File: src/rtl/decode_pkg.sv
// Shared types for the RV32I decode stage.
//   - opcode constants for the base integer instruction groups
//   - alu_op_t   : ALU operation codes consumed by execute
//   - dec_ctrl_t : decoded control bundle carried with every beat
//   - imm_fmt_t  : immediate encoding formats
//   - gen_imm    : sign-extended immediate for a given format
package decode_pkg;

    localparam logic [6:0] OPC_LOAD   = 7'b0000011;
    localparam logic [6:0] OPC_STORE  = 7'b0100011;
    localparam logic [6:0] OPC_OP_IMM = 7'b0010011;
    localparam logic [6:0] OPC_OP     = 7'b0110011;
    localparam logic [6:0] OPC_LUI    = 7'b0110111;
    localparam logic [6:0] OPC_AUIPC  = 7'b0010111;
    localparam logic [6:0] OPC_JAL    = 7'b1101111;
    localparam logic [6:0] OPC_JALR   = 7'b1100111;
    localparam logic [6:0] OPC_BRANCH = 7'b1100011;

    localparam logic [6:0] F7_BASE = 7'b0000000;
    localparam logic [6:0] F7_ALT  = 7'b0100000;
    localparam logic [6:0] F7_MULDIV = 7'b0000001;

    typedef enum logic [3:0] {
        ALU_ADD    = 4'b0000,
        ALU_SUB    = 4'b0001,
        ALU_SLL    = 4'b0010,
        ALU_SLT    = 4'b0011,
        ALU_SLTU   = 4'b0100,
        ALU_SRL    = 4'b0101,
        ALU_SRA    = 4'b0110,
        ALU_XOR    = 4'b0111,
        ALU_OR     = 4'b1000,
        ALU_AND    = 4'b1001,
        ALU_MUL    = 4'b1010,
        ALU_MULH   = 4'b1011,
        ALU_MULHSU = 4'b1100,
        ALU_MULHU  = 4'b1101
    } alu_op_t;

    typedef struct packed {
        logic    mem_write;
        logic    reg_write;
        logic    alu_in1_src;  // 0: zero (LUI), 1: rs1 / pc chosen by execute
        logic    alu_in2_src;  // 1: rs2, 0: immediate
        alu_op_t alu_op;
        logic    mem_to_reg;
        logic    branch;
        logic    jump;
        logic    jump_reg;
        logic    illegal;
    } dec_ctrl_t;

    typedef enum logic [2:0] {
        IMM_NONE,
        IMM_I,
        IMM_S,
        IMM_B,
        IMM_U,
        IMM_J
    } imm_fmt_t;

    function automatic logic [31:0] gen_imm(input logic [31:0] instr, input imm_fmt_t fmt);
        logic [31:0] imm;
        imm = '0;
        case (fmt)
            IMM_I: imm = {{20{instr[31]}}, instr[31:20]};
            IMM_S: imm = {{20{instr[31]}}, instr[31:25], instr[11:7]};
            IMM_B: imm = {{19{instr[31]}}, instr[31], instr[7], instr[30:25], instr[11:8], 1'b0};
            IMM_U: imm = {instr[31:12], 12'h000};
            IMM_J: imm = {{11{instr[31]}}, instr[31], instr[19:12], instr[20], instr[30:21], 1'b0};
            default: imm = '0;
        endcase
        return imm;
    endfunction

endpackage

File: src/rtl/decode_if.sv
// Handshake bundles on both sides of the decode stage.
//   decode_in_if  : fetch -> decode  {in_valid, in_ready, in_pc, in_instr}
//   decode_out_if : decode -> execute {out_valid, out_ready, out_pc, out_ctrl,
//                                      out_rs1, out_rs2, out_rd, out_imm}
// Valid/ready: a beat transfers on a rising clock edge where valid and ready
// are both high. The producer keeps valid and payload stable until that edge;
// ready may change freely and never depends on the producer waiting for it.
interface decode_in_if #(parameter int XLEN = 32);
    logic            in_valid;
    logic            in_ready;
    logic [XLEN-1:0] in_pc;
    logic [31:0]     in_instr;

    modport master (output in_valid, in_pc, in_instr, input in_ready);
    modport slave  (input in_valid, in_pc, in_instr, output in_ready);
endinterface

interface decode_out_if #(parameter int XLEN = 32);
    import decode_pkg::*;

    logic            out_valid;
    logic            out_ready;
    logic [XLEN-1:0] out_pc;
    dec_ctrl_t       out_ctrl;
    logic [4:0]      out_rs1;
    logic [4:0]      out_rs2;
    logic [4:0]      out_rd;
    logic [XLEN-1:0] out_imm;

    modport master (output out_valid, out_pc, out_ctrl, out_rs1, out_rs2, out_rd, out_imm,
                    input out_ready);
    modport slave  (input out_valid, out_pc, out_ctrl, out_rs1, out_rs2, out_rd, out_imm,
                    output out_ready);
endinterface

File: src/rtl/rv_decode_comb.sv
// Pure combinational RV32I(+M) decoder.
//   i_instr : raw instruction word
//   o_ctrl  : decoded control bundle (illegal encodings have side effects cleared)
//   o_rs1/o_rs2/o_rd : register index fields, always the raw instruction fields
//   o_imm   : sign-extended immediate for the opcode's format, 0 for R-type/unknown
module rv_decode_comb
    import decode_pkg::*;
#(
    parameter int XLEN       = 32,
    parameter int ENABLE_MUL = 0
) (
    input  logic [31:0]     i_instr,
    output dec_ctrl_t       o_ctrl,
    output logic [4:0]      o_rs1,
    output logic [4:0]      o_rs2,
    output logic [4:0]      o_rd,
    output logic [XLEN-1:0] o_imm
);

    logic [6:0] w_opcode;
    logic [2:0] w_funct3;
    logic [6:0] w_funct7;
    logic       w_shamt_ok;
    dec_ctrl_t  w_ctrl;
    imm_fmt_t   w_fmt;
    logic       w_bad;

    assign w_opcode = i_instr[6:0];
    assign w_funct3 = i_instr[14:12];
    assign w_funct7 = i_instr[31:25];
    // Immediate shifts only accept the two upper-field patterns.
    assign w_shamt_ok = (w_funct7 == F7_BASE) || (w_funct7 == F7_ALT);

    always_comb begin
        w_ctrl             = '0;
        w_ctrl.alu_in1_src = 1'b1;
        w_ctrl.alu_op      = ALU_ADD;
        w_fmt              = IMM_NONE;
        w_bad              = 1'b0;

        case (w_opcode)
            OPC_LOAD: begin
                w_ctrl.reg_write  = 1'b1;
                w_ctrl.mem_to_reg = 1'b1;
                w_fmt             = IMM_I;
                // Legal widths: LB LH LW LBU LHU.
                w_bad = (w_funct3 == 3'b011) || (w_funct3[2:1] == 2'b11);
            end
            OPC_STORE: begin
                w_ctrl.mem_write = 1'b1;
                w_fmt            = IMM_S;
                w_bad            = w_funct3[2] || (w_funct3[1:0] == 2'b11);
            end
            OPC_OP_IMM: begin
                w_ctrl.reg_write = 1'b1;
                w_fmt            = IMM_I;
                case (w_funct3)
                    3'b000: w_ctrl.alu_op = ALU_ADD;
                    3'b001: begin
                        w_ctrl.alu_op = ALU_SLL;
                        w_bad         = !w_shamt_ok;
                    end
                    3'b010: w_ctrl.alu_op = ALU_SLT;
                    3'b011: w_ctrl.alu_op = ALU_SLTU;
                    3'b100: w_ctrl.alu_op = ALU_XOR;
                    3'b101: begin
                        w_ctrl.alu_op = i_instr[30] ? ALU_SRA : ALU_SRL;
                        w_bad         = !w_shamt_ok;
                    end
                    3'b110: w_ctrl.alu_op = ALU_OR;
                    default: w_ctrl.alu_op = ALU_AND;
                endcase
            end
            OPC_OP: begin
                w_ctrl.reg_write   = 1'b1;
                w_ctrl.alu_in2_src = 1'b1;
                case (w_funct7)
                    F7_BASE: begin
                        case (w_funct3)
                            3'b000: w_ctrl.alu_op = ALU_ADD;
                            3'b001: w_ctrl.alu_op = ALU_SLL;
                            3'b010: w_ctrl.alu_op = ALU_SLT;
                            3'b011: w_ctrl.alu_op = ALU_SLTU;
                            3'b100: w_ctrl.alu_op = ALU_XOR;
                            3'b101: w_ctrl.alu_op = ALU_SRL;
                            3'b110: w_ctrl.alu_op = ALU_OR;
                            default: w_ctrl.alu_op = ALU_AND;
                        endcase
                    end
                    F7_ALT: begin
                        case (w_funct3)
                            3'b000: w_ctrl.alu_op = ALU_SUB;
                            3'b101: w_ctrl.alu_op = ALU_SRA;
                            default: w_bad = 1'b1;
                        endcase
                    end
                    F7_MULDIV: begin
                        // funct3[2]=1 is DIV/REM, never supported here.
                        if ((ENABLE_MUL != 0) && !w_funct3[2]) begin
                            case (w_funct3[1:0])
                                2'b00: w_ctrl.alu_op = ALU_MUL;
                                2'b01: w_ctrl.alu_op = ALU_MULH;
                                2'b10: w_ctrl.alu_op = ALU_MULHSU;
                                default: w_ctrl.alu_op = ALU_MULHU;
                            endcase
                        end else begin
                            w_bad = 1'b1;
                        end
                    end
                    default: w_bad = 1'b1;
                endcase
            end
            OPC_LUI: begin
                w_ctrl.reg_write   = 1'b1;
                w_ctrl.alu_in1_src = 1'b0;
                w_fmt              = IMM_U;
            end
            OPC_AUIPC: begin
                w_ctrl.reg_write = 1'b1;
                w_fmt            = IMM_U;
            end
            OPC_JAL: begin
                w_ctrl.reg_write = 1'b1;
                w_ctrl.jump      = 1'b1;
                w_fmt            = IMM_J;
            end
            OPC_JALR: begin
                w_ctrl.reg_write = 1'b1;
                w_ctrl.jump_reg  = 1'b1;
                w_fmt            = IMM_I;
                w_bad            = (w_funct3 != 3'b000);
            end
            OPC_BRANCH: begin
                w_ctrl.branch      = 1'b1;
                w_ctrl.alu_in2_src = 1'b1;
                w_ctrl.alu_op      = ALU_SUB;
                w_fmt              = IMM_B;
                w_bad              = (w_funct3[2:1] == 2'b01);
            end
            // Also covers every word whose low two bits are not 2'b11.
            default: w_bad = 1'b1;
        endcase

        // Illegal beats still flow downstream but must not cause side effects.
        if (w_bad) begin
            w_ctrl.reg_write = 1'b0;
            w_ctrl.mem_write = 1'b0;
            w_ctrl.branch    = 1'b0;
            w_ctrl.jump      = 1'b0;
            w_ctrl.jump_reg  = 1'b0;
            w_ctrl.alu_op    = ALU_ADD;
        end
        w_ctrl.illegal = w_bad;
    end

    assign o_ctrl = w_ctrl;
    assign o_rs1  = i_instr[19:15];
    assign o_rs2  = i_instr[24:20];
    assign o_rd   = i_instr[11:7];
    assign o_imm  = gen_imm(i_instr, w_fmt);

endmodule

File: src/rtl/decode_stage.sv
// Registered decode pipeline stage between fetch and execute.
//   clk, rst_n : clock (rising edge), asynchronous active-low reset
//   flush      : drop every held beat and the beat offered in the same cycle
//   fetch      : decode_in_if.slave  (in_valid/in_ready/in_pc/in_instr)
//   exec       : decode_out_if.master (out_valid/out_ready/decoded payload)
// Instructions are decoded on the way in, so both buffer entries hold decoded
// data. With SKID=1 a second entry catches the beat accepted while execute
// stalls, which lets in_ready come straight from a flop.
module decode_stage
    import decode_pkg::*;
#(
    parameter int XLEN       = 32,
    parameter int ENABLE_MUL = 0,
    parameter int SKID       = 1
) (
    input logic          clk,
    input logic          rst_n,
    input logic          flush,
    decode_in_if.slave   fetch,
    decode_out_if.master exec
);

    if (XLEN != 32) begin : g_xlen_check
        $error("decode_stage: only XLEN=32 is supported");
    end

    typedef struct packed {
        logic [XLEN-1:0] pc;
        dec_ctrl_t       ctrl;
        logic [4:0]      rs1;
        logic [4:0]      rs2;
        logic [4:0]      rd;
        logic [XLEN-1:0] imm;
    } entry_t;

    entry_t w_in;
    entry_t r_main;
    entry_t r_skid;
    logic   r_main_valid;
    logic   r_skid_valid;
    logic   w_accept;
    logic   w_main_free;

    rv_decode_comb #(
        .XLEN       (XLEN),
        .ENABLE_MUL (ENABLE_MUL)
    ) u_dec (
        .i_instr (fetch.in_instr),
        .o_ctrl  (w_in.ctrl),
        .o_rs1   (w_in.rs1),
        .o_rs2   (w_in.rs2),
        .o_rd    (w_in.rd),
        .o_imm   (w_in.imm)
    );
    assign w_in.pc = fetch.in_pc;

    if (SKID != 0) begin : g_skid_ready
        assign fetch.in_ready = ~r_skid_valid;
    end else begin : g_single_ready
        assign fetch.in_ready = ~r_main_valid | exec.out_ready;
    end

    assign w_accept    = fetch.in_valid & fetch.in_ready;
    // Main entry can be (re)loaded when empty or being consumed this cycle.
    assign w_main_free = ~r_main_valid | exec.out_ready;

    always_ff @(posedge clk or negedge rst_n) begin
        if (!rst_n) begin
            r_main_valid <= 1'b0;
            r_skid_valid <= 1'b0;
            r_main       <= '0;
            r_skid       <= '0;
        end else if (flush) begin
            r_main_valid <= 1'b0;
            r_skid_valid <= 1'b0;
        end else if (w_main_free) begin
            // in_ready is low whenever the skid is full, so a skid drain and
            // a new accept never happen in the same cycle.
            if (r_skid_valid) begin
                r_main       <= r_skid;
                r_main_valid <= 1'b1;
                r_skid_valid <= 1'b0;
            end else begin
                r_main_valid <= w_accept;
                if (w_accept) begin
                    r_main <= w_in;
                end
            end
        end else if (w_accept && (SKID != 0)) begin
            r_skid       <= w_in;
            r_skid_valid <= 1'b1;
        end
    end

    assign exec.out_valid = r_main_valid;
    assign exec.out_pc    = r_main.pc;
    assign exec.out_ctrl  = r_main.ctrl;
    assign exec.out_rs1   = r_main.rs1;
    assign exec.out_rs2   = r_main.rs2;
    assign exec.out_rd    = r_main.rd;
    assign exec.out_imm   = r_main.imm;

endmodule

File: src/flat_wrapper.sv
// flat-port wrapper written by rule: the top's interface ports become plain ports
module decode_stage_flat import decode_pkg::*;
#(
    parameter int XLEN       = 32,
    parameter int ENABLE_MUL = 0,
    parameter int SKID       = 1
)
  (clk, rst_n, flush, fetch_in_valid, fetch_in_pc, fetch_in_instr, fetch_in_ready, exec_out_valid, exec_out_pc, exec_out_ctrl, exec_out_rs1, exec_out_rs2, exec_out_rd, exec_out_imm, exec_out_ready);
  decode_in_if #(.XLEN(XLEN)) fetch_i ();
  decode_out_if #(.XLEN(XLEN)) exec_i ();
  input logic clk;
  input logic rst_n;
  input logic flush;
  input wire logic [$bits(fetch_i.in_valid)-1:0] fetch_in_valid;
  input wire logic [$bits(fetch_i.in_pc)-1:0] fetch_in_pc;
  input wire logic [$bits(fetch_i.in_instr)-1:0] fetch_in_instr;
  output wire logic [$bits(fetch_i.in_ready)-1:0] fetch_in_ready;
  output wire logic [$bits(exec_i.out_valid)-1:0] exec_out_valid;
  output wire logic [$bits(exec_i.out_pc)-1:0] exec_out_pc;
  output wire logic [$bits(exec_i.out_ctrl)-1:0] exec_out_ctrl;
  output wire logic [$bits(exec_i.out_rs1)-1:0] exec_out_rs1;
  output wire logic [$bits(exec_i.out_rs2)-1:0] exec_out_rs2;
  output wire logic [$bits(exec_i.out_rd)-1:0] exec_out_rd;
  output wire logic [$bits(exec_i.out_imm)-1:0] exec_out_imm;
  input wire logic [$bits(exec_i.out_ready)-1:0] exec_out_ready;
  assign fetch_i.in_valid = fetch_in_valid;
  assign fetch_i.in_pc = fetch_in_pc;
  assign fetch_i.in_instr = fetch_in_instr;
  assign fetch_in_ready = fetch_i.in_ready;
  assign exec_out_valid = exec_i.out_valid;
  assign exec_out_pc = exec_i.out_pc;
  assign exec_out_ctrl = exec_i.out_ctrl;
  assign exec_out_rs1 = exec_i.out_rs1;
  assign exec_out_rs2 = exec_i.out_rs2;
  assign exec_out_rd = exec_i.out_rd;
  assign exec_out_imm = exec_i.out_imm;
  assign exec_i.out_ready = exec_out_ready;
  decode_stage #(.XLEN(XLEN), .ENABLE_MUL(ENABLE_MUL), .SKID(SKID)) u_core (.clk(clk), .rst_n(rst_n), .flush(flush), .fetch(fetch_i), .exec(exec_i));
endmodule
File: config.mk
export PLATFORM = sky130hd
export DESIGN_NAME = decode_stage_flat
export DESIGN_NICKNAME = d
export VERILOG_FILES = /design/src/rtl/decode_pkg.sv /design/src/rtl/decode_if.sv /design/src/rtl/rv_decode_comb.sv /design/src/rtl/decode_stage.sv /design/src/flat_wrapper.sv
export SDC_FILE = /design/constraint.sdc
export NUM_CORES = 1
export LEC_CHECK = 0
export ABC_AREA = 1
export BUFFER_PORTS_ARGS = -buffer_cell sky130_fd_sc_hd__buf_2
export CAP_MARGIN = 0
export CORE_ASPECT_RATIO = 0.5
export CORE_MARGIN = 2
export CORE_UTILIZATION = 50
export CTS_BUF_LIST = sky130_fd_sc_hd__clkbuf_8
export DETAILED_ROUTE_END_ITERATION = 16
export GPL_TIMING_DRIVEN = 0
export HOLD_SLACK_MARGIN = 0.08
export PLACE_DENSITY_LB_ADDON = 0.15
export REMOVE_ABC_BUFFERS = 1
export SYNTH_ARGS = -nofsm -noshare
export SYNTH_HDL_FRONTEND = slang
export SYNTH_SLANG_ARGS = --single-unit
File: constraint.sdc
create_clock -name clk -period 1.4 [get_ports clk]
set_input_delay 0.28 -clock clk [delete_from_list [all_inputs] [get_ports clk]]
set_output_delay 0.28 -clock clk [all_outputs]
set_load 0.02 [all_outputs]
==> results of run 1 <==
-- cell usage after synthesis, drive strengths merged --
cell	number
nand3	26
dfrtp	186
clkbuf	35
o21ai	243
nor2	55
nand2	356
nor3	2
buf	25
nand4	5
a21oi	35
inv	99
a31oi	2
clkinv	1
o211ai	1
o22ai	1
o21a	1
-- metal layers --
layer	global-route usage, %	vias up	part of all wire (%)
li1	-	4010	-
met1	45.4	4350	42
met2	49.8	449	45
met3	8.49	48	10
met4	8.29	0	2.0
met5	0	-	0
-- cell type report --
| class | count | area [um^2] |
|---|---|---|
| tap | 227 | 284 |
| clock inverter | 11 | 114 |
| fill | 1164 | 3830 |
| inverter | 100 | 427 |
| multi-input combinational | 737 | 4170 |
| timing repair buffer | 276 | 2730 |
| clock buffer | 19 | 262 |
| timing repair inverter | 6 | 120 |
| antenna | 3 | 7.51 |
| sequential | 186 | 4660 |
-- power groups by stage --
stage	sequential, W	combinational, W	clock [W]
5_1_grt	0.00680	0.00364	0.00390
2_1_floorplan	0.00708	0.00100	0
3_5_place_dp	0.00672	0.00228	0
6_report	0.00671	0.00336	0.00367
3_3_place_gp	0.00670	0.00222	0
4_1_cts	0.00663	0.00300	0.00364
-- through the flow --
step	TNS [ns]	util [%]	instance area [um^2]
final	-19.69	76.9	12800
after detailed placement	-179.78	57.9	9610
after floorplan	-641.65	-	8340
after global placement	-1706.76	56.8	9430
after global routing	-28.32	76.9	12800
after CTS	-19.82	71.3	11800
-- state kept, by name, summed over array words and instances (netlist names) --
name and cells:
u_core.exec.out_ctrl 13, u_core.exec.out_imm 32, u_core.exec.out_pc 32, u_core.exec.out_rd 5, u_core.exec.out_rs1 5, u_core.exec.out_rs2 5
u_core.exec.out_valid 1, u_core.r_skid 92, u_core.r_skid_valid 1
-- timing repair --
| item | in CTS | in global routing |
|---|---|---|
| gates resized for setup | 213 | 227 |
| pin swaps | 22 | 46 |
| cloned | 33 | 18 |
| setup buffers | 39 | 17 |
| endpoints found under the setup margin | 186 | 186 |
| hold buffers | 24 | 4 |
| endpoints found under the hold margin | 124 | 104 |
-- cells by family (layout without fill, tap and decap cells) --
group / after synthesis / after routing
other: 0 / 3
DFF: 186 / 186
and+or+nand+nor: 444 / 454
buffers and inverters: 160 / 412
AOI/OAI and AO/OA: 283 / 283
-- worst max-delay path by stage --
stage                          start                       to  slack [ns]  cells past startpoint
2_1_floorplan    u_core.r_skid_valid        u_core.r_skid[50]       -5.17                      5
3_3_place_gp     u_core.r_skid_valid        u_core.r_skid[50]       -8.91                      5
3_5_place_dp     u_core.r_skid_valid        u_core.r_skid[28]       -2.37                      5
4_1_cts        u_core.exec.out_valid         u_core.r_skid[2]       -0.19                     10
5_1_grt        u_core.exec.out_valid         u_core.r_skid[6]       -0.24                      9
6_report         u_core.r_skid_valid  u_core.exec.out_ctrl[9]       -0.20                      7
==> impl_results.md, run 1 <==
- Post-place setup slack: -2.37 ns
- HP Class: in2async
- Max-slew violations: 0
- FF-to-FF setup slack: -0.20 ns
- Max Clk Rate: about 620 MHz
- Final setup margin: -0.201 ns
- Sink Count: between 150 and 200
- Gr ovfl total: 0
- Pin count of the biggest net entering global routing: 102
- I/O pin count: roughly 160
- Synth cell types: 30
- Routed WL: around 32 mm
- Fin crit period: about 1.6 ns
- Placer Congestion: ~0.85
- Vias in the first global route: roughly 8000
- Syn_area_per_cell: roughly 8.0 um^2
- First-pass GRT wire length: approximately 45 mm
- Initial Utilization: between 50 and 60%
- CTS root buf: clkbuf_8
- # nets final: between 1000 and 1500
- Avg WL per Cell: approximately 21 um
- Cell family with most CP delay: flip-flops
- Synth area leaders: dfrtp_1, nand2_1, o21ai_0
- CP max stage cell: dfrtp_4
- Peak VDD IR: 644 uV
- Placed Instances: between 1000 and 1500
- Arr. time, crit path: between 1.5 and 2 ns
- Row count: 33
- Yosys reg bits: approximately 190
- Finished Layout Cells: between 1500 and 2000
- Most common cell type on the critical path: nor2_4
- Vias: 8857
- Gr usage total: 32.2%
- R2R Path End: u_core.exec.out_ctrl[9]
- Via/cell ratio: roughly 5.7
- P&R area growth vs syn: 48.6%
- Leakage Power: 6.61 nW
- Startpoint Class: register
- FF-to-FF Start: u_core.r_skid_valid
- Sequential Power Share: between 40% and 50%
- Worst path max stage delay: around 0.53 ns
- Switching pwr: between 0.004 and 0.005 W
- CTS max path bufs: 2
- Commonest non-fill, non-tap cells in the layout: nand2_1, dfrtp_1, buf_2
- Core Region: around 0.017 mm^2
- Clk slew on worst S/H paths: about 0.10 ns
- Crit path max fanout: 6
- DP Wirelength: about 13 mm
- Commonest non-fill, non-tap cell in the layout: nand2_1
- H-tree depth: 4
- Synth Area in Simple Gates: a little over a fifth
- Post-synthesis compound-gate area fraction: 16.9%
- Slew margin rel.: a little under half
- Final setup violating endpoints: 180
- Power per cell area: 1080 mW/mm^2
- Mapped cell area: approximately 0.0086 mm^2
- Worst slew pin tran: ~0.79 ns
- Status: finished, violations left
- Hold Violations, Final: 100
- Yosys Warn Count: 0
- Crit end category: register
- Post-synth top area share: 54.2%
- Cell-internal power: between 0.009 and 0.01 W
- CP bufs+invs: 3
- Worst hold slack: -0.146 ns
- Worst-skew pair later-pin latency: around 0.46 ns
- Die extent in y: ~97 um
- Sequential-to-total area share from yosys stat: a little over half
- Die X: 189 um
- Ratio of cells with drive above 1 in the final layout: 37.1%
- Starting DRT DRC Count: 819
- I/O Buffers: roughly 160
- RSZ-0062 raised after global routing: true
- Gate power share: between 20% and 30%
- Post-synth top area cell: dfrtp_1
- Total power: approximately 0.014 W
- CTS Buf Count: 17
- Die footprint: roughly 0.018 mm^2
- Synth Area in Adders: 0%
- Violated checks: negative hold slack, negative setup slack
- Req. time, crit path: approximately 1.7 ns
- Post-synthesis mux area share: 0%
- Clock skew: between 0.008 and 0.009 ns
- Max-cap violations: 0
- Antenna Nets Post-Route: 0
- Syn Inst Count: between 1000 and 1500
- TritonCTS clock tree: built
- Cell Chain, Critical Path: nor2_4 -> nor2_4 -> nand2_8 -> buf_6 -> clkinvlp_4 -> clkbuf_16 -> o21a_1
- Number of antenna violations at the first check in global routing: 2
- Combinational family with the most area after synthesis: simple AND/OR/NAND/NOR gates
- DRT Pass-1 Iters: 5
- R2r worst-path depth: 7
- Share of the clock period used by the worst path: 114%
- Residual DRC: 0
- Clock share of power: between 20% and 30%
- Setup Crit Path Kind: reg2reg
- Switching Fraction: 33.8%
- Post-Synth XOR/XNOR Area: 0%
No activity file was read; power rests on OpenSTA's default activity.
==> run 2, diff against run 1 <==
CORE_ASPECT_RATIO = 1.2   (was 0.5)
==> run 2 against run 1 <==
Die area shrank 0.33%. Combinational power decreased by 8.6%. Largest cell class unchanged. The flow finishes with violations (negative setup slack). Setup slack got worse by 0.056 ns. Sequential power hardly changed. Critical endpoint is now u_core.r_skid[25].
==> impl_results.md, run 2 (synthesized netlist as in run 1, its figures left out) <==
- Routed WL: 29.5 mm
- Arr. time, crit path: between 2 and 2.5 ns
- Placer Congestion: 0.859
- DP Wirelength: approximately 13 mm
- Max-cap violations: 0
- Share of the clock period used by the worst path: 118%
- Avg WL per Cell: between 15 and 20 um
- DRT Pass-1 Iters: 5
- R2r worst-path depth: 9
- Number of antenna violations at the first check in global routing: 0
- Leakage Power: between 6 and 7 nW
- Die extent in y: roughly 150 um
- Crit path max fanout: 8
- Core Region: about 0.017 mm^2
- Pin count of the biggest net entering global routing: 96
- Vias: between 8000 and 9000
- ANT cells: 0
- Gr ovfl total: 0
- Crit end category: register
- Power per cell area: between 1000 and 1500 mW/mm^2
- I/O Buffers: around 160
- Antenna Nets Post-Route: 0
- Violated checks: negative setup slack
- I/O pin count: roughly 160
- H-tree depth: 4
- CTS max path bufs: 2
- Die X: 124 um
- Setup Crit Path Kind: reg2reg
- Setup TNS: -32.37 ns
- Worst hold slack: between 0.1 and 0.15 ns
- Initial Utilization: 51.0%
- Final instance area: 0.0121 mm^2
- Final setup margin: -0.257 ns
- Row count: 52
- Residual DRC: 0
- Hold Violations, Final: 0
- Max-slew violations: 0
- Slew margin rel.: a little under three fifths
- Die footprint: approximately 0.018 mm^2
- RSZ-0062 raised after global routing: true
- WHS Path Cells: 3
- Max reg flops: 92
- Gr usage total: between 20% and 30%
- Starting DRT DRC Count: roughly 870
- Finished Layout Cells: around 1500
- # nets final: between 1000 and 1500
- Clock skew: 0.0201 ns
- Startpoint Class: register
- Commonest non-fill, non-tap cells in the layout: nand2_1, dfrtp_1, buf_2
- Req. time, crit path: approximately 1.8 ns
- Final setup violating endpoints: around 190
- First-pass GRT wire length: 40.5 mm
- Peak VDD IR: between 600 and 700 uV
- Status: finished, violations left
- HP Class: in2reg
- P&R area growth vs syn: 40.8%
- Fin crit period: roughly 1.7 ns
- Ratio of cells with drive above 1 in the final layout: about 32%
- Via/cell ratio: 5.50
- Placed cell areas: roughly 0.0096 mm^2
- Vias in the first global route: around 7600
- Worst slew pin tran: around 0.65 ns
- Clk slew on worst S/H paths: 0.11 ns
- Commonest non-fill, non-tap cell in the layout: nand2_1
- TritonCTS clock tree: built
- Worst-skew pair later-pin latency: ~0.48 ns
- CTS root buf: clkbuf_8
- Max Clk Rate: a little over 600 MHz
- Largest Register: u_core.r_skid
- Sink Count: 186
- Placed Instances: roughly 1400
- CTS Buf Count: 17
-- run 2: cell types whose count changed in the layout (fill, tap and decap cells not counted), moves of 5 or more --
cell and delta:
a21oi_2 -16, o21ai_1 -57, buf_16 -9, a21oi_1 +20, buf_12 -7, buf_6 -9
nand2_2 -5, nor2_2 -6, dlygate4sd3_1 +10, nor2_1 +11, o21ai_2 -5, o21ai_0 +64
nor2_4 -5
-- run 2: where the power goes --
group / switching, W / internal [W] / leakage, nW / total (W)
clock network: 0.00204 / 0.00164 / 0.193 / 0.00368
logic: 0.00185 / 0.00122 / 3.77 / 0.00307
registers: 0.000454 / 0.00622 / 2.42 / 0.00668
-- run 2: cell type report --
cell class | instances | area, um^2
inverters | 100 | 407
well taps | 216 | 270
flip-flops and latches | 186 | 4660
multi-input cells | 741 | 4010
clock buffers | 18 | 248
fillers | 1284 | 4760
repair buffers | 259 | 2320
clock inverters | 14 | 148
repair inverters | 3 | 26.3
-- run 2: per-stage QoR --
| step | util [%] | power [W] | setup WS (ns) |
|---|---|---|---|
| final | 71.8 | 0.0134 | -0.257 |
| after global routing | 71.8 | 0.0141 | -0.296 |
| after CTS | 66.6 | 0.0130 | -0.241 |
| after detailed placement | 57.1 | 0.00899 | -1.82 |
| after global placement | 55.9 | 0.00893 | -8.99 |
| after floorplan | - | 0.00809 | -5.17 |
-- run 2: worst max-delay path: stages, from the launching register on --
cell and delay, ns:
dfrtp_4 0.54, inv_12 0.04, buf_16 0.13, buf_12 0.13, nand3_4 0.08, buf_12 0.18, clkinv_8 0.10, clkbuf_16 0.18
nand2_1 0.06, o21ai_1 0.06
-- run 2: metal layers --
layer	routed length [um]	up-vias	global-route usage (%)	share of wire, %
li1	-	3955	-	-
met4	720	0	9.32	2.4
met5	0	-	0	0
met2	14100	378	46.0	48
met3	2440	49	4.78	8.3
met1	12200	4065	41.4	41
-- run 2: repair_timing --
item,in CTS,in global routing
hold endpoints to repair,128,0
setup buffers,22,9
setup endpoints to repair,185,281
gates cloned,22,19
hold buffers,38,0
resized for setup,98,177
pin swaps,7,25
-- run 2: path summary, 6_finish.rpt --
path                                              start                       to  slack [ns]
worst max-delay path                u_core.r_skid_valid        u_core.r_skid[25]       -0.26
worst min-delay path                 fetch_in_instr[27]         u_core.r_skid[7]        0.10
worst max register to register      u_core.r_skid_valid        u_core.r_skid[25]       -0.26
worst min register to register  u_core.exec.out_imm[21]  u_core.exec.out_imm[21]        0.48
max in group asynchronous                         rst_n        u_core.r_skid[49]        0.18
min in group asynchronous                         rst_n   u_core.exec.out_pc[21]        0.32
==> run 3, diff against run 2 <==
clock period = 1.6 ns   (was 1.4 ns; I/O delays follow)
==> run 3 against run 2 <==
The run still ends with negative setup slack left. Sequential share of layout area rose by 1.6 points. Global-route usage decreased by 1.4 points. Critical path depth fell by 2. Count of clock-buffer cells in the layout is the same. Non-clock buffer count decreased by 43. Maximum frequency shrank 1.8%. Routed wire length fell by 6.3%. Sequential cell count is the same. Register-to-register slack better by 0.17 ns.
==> impl_results.md, run 3 (synthesized netlist as in run 1, its figures left out) <==
- Residual DRC: 0
- Largest Register: u_core.r_skid
- Clk slew on worst S/H paths: roughly 0.1 ns
- CP max stage cell: dfrtp_4
- Worst slew pin tran: 0.713 ns
- TritonCTS clock tree: built
- Placed Instances: 1398
- Starting DRT DRC Count: around 770
- CTS root buf: clkbuf_8
- Commonest non-fill, non-tap cell in the layout: nand2_1
- Antenna Nets Post-Route: 0
- Max-slew violations: 0
- I/O pin count: around 160
- Power per cell area: between 900 and 1000 mW/mm^2
- Number of antenna violations at the first check in global routing: 0
- Routed WL: roughly 28 mm
- Hold Violations, Final: 0
- Arr. time, crit path: slightly above 2 ns
- I/O Buffers: roughly 160
- Slew margin rel.: between 50% and 60%
- Startpoint Class: register
- Crit path max fanout: 25
- RSZ-0062 raised after global routing: true
- HP Class: in2reg
- Gr usage total: between 20 and 30%
- Worst-skew pair later-pin latency: approximately 0.48 ns
- Final setup margin: -0.0877 ns
- Req. time, crit path: slightly below 2 ns
- Fin crit period: roughly 1.7 ns
- Die X: about 120 um
- FF-to-FF Start: u_core.r_skid_valid
- CTS max path bufs: 2
- DP Wirelength: between 10 and 15 mm
- Top Metal Used: met4
- Sink Count: 186
- Min-Delay Startpoint: fetch_in_pc[5]
- Status: finished, violations left
- Avg WL per Cell: between 15 and 20 um
- Peak VDD IR: 542 uV
- Commonest non-fill, non-tap cells in the layout: nand2_1, dfrtp_1, buf_2
- Worst path max stage delay: 0.57 ns
- Crit. path cell count: 7
- # nets final: around 1300
- Critical Path Start: u_core.r_skid_valid
- P&R area growth vs syn: 35.3%
- Via/cell ratio: approximately 5.5
- Initial Utilization: 51.0%
- Placer Congestion: 0.859
- R2r worst-path depth: 7
- Core Region: between 0.015 and 0.02 mm^2
- First-pass GRT wire length: 38.5 mm
- H-tree depth: 4
- Leakage Power: between 6 and 7 nW
- Cell Chain, Critical Path: nor2_2 -> nor2_4 -> nand2_8 -> buf_16 -> a21oi_1 -> o21ai_1 -> nand2_1
- Max-cap violations: 0
- FILL cells: roughly 1400
- ANT cells: 0
- Finished Layout Cells: about 1500
- Row count: 52
- Routed met3 length: between 2 and 2.5 mm
- Met2 routed wirelength: approximately 13 mm
- Cell family with most CP delay: flip-flops
- DRT Pass-1 Iters: 5
- Pin count of the biggest net entering global routing: 96
- Final setup violating endpoints: between 60 and 70
- Die footprint: roughly 0.018 mm^2
- Clock skew: about 0.015 ns
- CP bufs+invs: 1
- M1 WL: between 10 and 15 mm
- Total power: around 0.012 W
- Setup Crit Path Kind: reg2reg
- CTS Buf Count: 17
- Vias: 8163
- WHS Path Cells: 3
- Crit end category: register
- Violated checks: negative setup slack
- Max Clk Rate: approximately 590 MHz
- Gr ovfl total: 0
- Die extent in y: 148 um
- Ratio of cells with drive above 1 in the final layout: around a third
- Share of the clock period used by the worst path: 105%
- Max reg flops: 92
- Vias in the first global route: slightly above 7000
-- run 3: changes by cell type in the layout (fill, tap and decap cells not counted), sizes merged --
cell,before,now
clkbuf,30,29
nand2,360,358
dlygate4sd3,38,1
buf,208,201
nand3,36,32
bufbuf,1,3
-- run 3: worst paths after layout --
| path | to | slack [ns] |
|---|---|---|
| worst max-delay path | u_core.exec.out_imm[30] | -0.09 |
| worst min-delay path | u_core.r_skid[65] | 0.10 |
| worst max register to register | u_core.exec.out_imm[30] | -0.09 |
| worst min register to register | u_core.r_skid[16] | 0.48 |
| max in group asynchronous | u_core.r_skid[31] | 0.24 |
| min in group asynchronous | u_core.exec.out_pc[21] | 0.41 |
-- run 3: repair_timing --
| action | CTS | global route |
|---|---|---|
| endpoints found under the setup margin | 185 | 166 |
| hold buffers | 1 | 0 |
| setup buffers | 19 | 4 |
| resized for setup | 31 | 210 |
| gates cloned | 16 | 18 |
| pin swaps | 6 | 32 |
| hold endpoints to repair | 91 | 0 |
-- run 3: power breakdown --
group          internal (W)  leakage, nW  switching, W  total (W)
Clock               0.00143        0.193       0.00177    0.00320
Combinational      0.000963         3.72       0.00153    0.00249
Sequential          0.00544         2.42      0.000391    0.00583
Total               0.00784         6.33       0.00369     0.0115
-- run 3: metrics by stage --
stage | hold slack (ns) | setup slack, ns | cell area (um^2) | setup TNS, ns | util [%]
2_1_floorplan | 0.0244 | -4.97 | 8340 | -604.48 | -
3_3_place_gp | 0.456 | -8.79 | 9420 | -1658.50 | 55.9
3_5_place_dp | 0.380 | -1.62 | 9620 | -128.30 | 57.1
4_1_cts | 0.0941 | -0.0762 | 10600 | -0.312 | 62.9
5_1_grt | 0.0897 | -0.133 | 11600 | -7.33 | 69.0
6_report | 0.100 | -0.0877 | 11600 | -2.87 | 69.0
-- run 3: worst reg2reg max path: cells and delay by family (launching register included) --
kind            cells  cell delay [ns]
flops               1             0.57
simple gates        4             0.55
compound gates      2             0.24
buf+inv             1             0.20
-- run 3: cell type report --
type                            instances  area [um^2]  share of cell area, %
Sequential cell                       186         4660                   40.1
Inverter                              100          415                   3.57
Multi-Input combinational cell        735         3990                   34.3
Tap cell                              216          270                   2.33
Clock inverter                         14          148                   1.27
Timing Repair Buffer                  216         1860                   16.0
Timing Repair inverter                  3         33.8                  0.291
Clock buffer                           18          248                   2.13
-- run 3: routing by layer --
| metal | up-vias | GRT usage [%] |
|---|---|---|
| met4 | 0 | 8.81 |
| met5 | - | 0 |
| met2 | 316 | 43.8 |
| met1 | 3960 | 39.0 |
| met3 | 40 | 5.13 |
| li1 | 3847 | - |
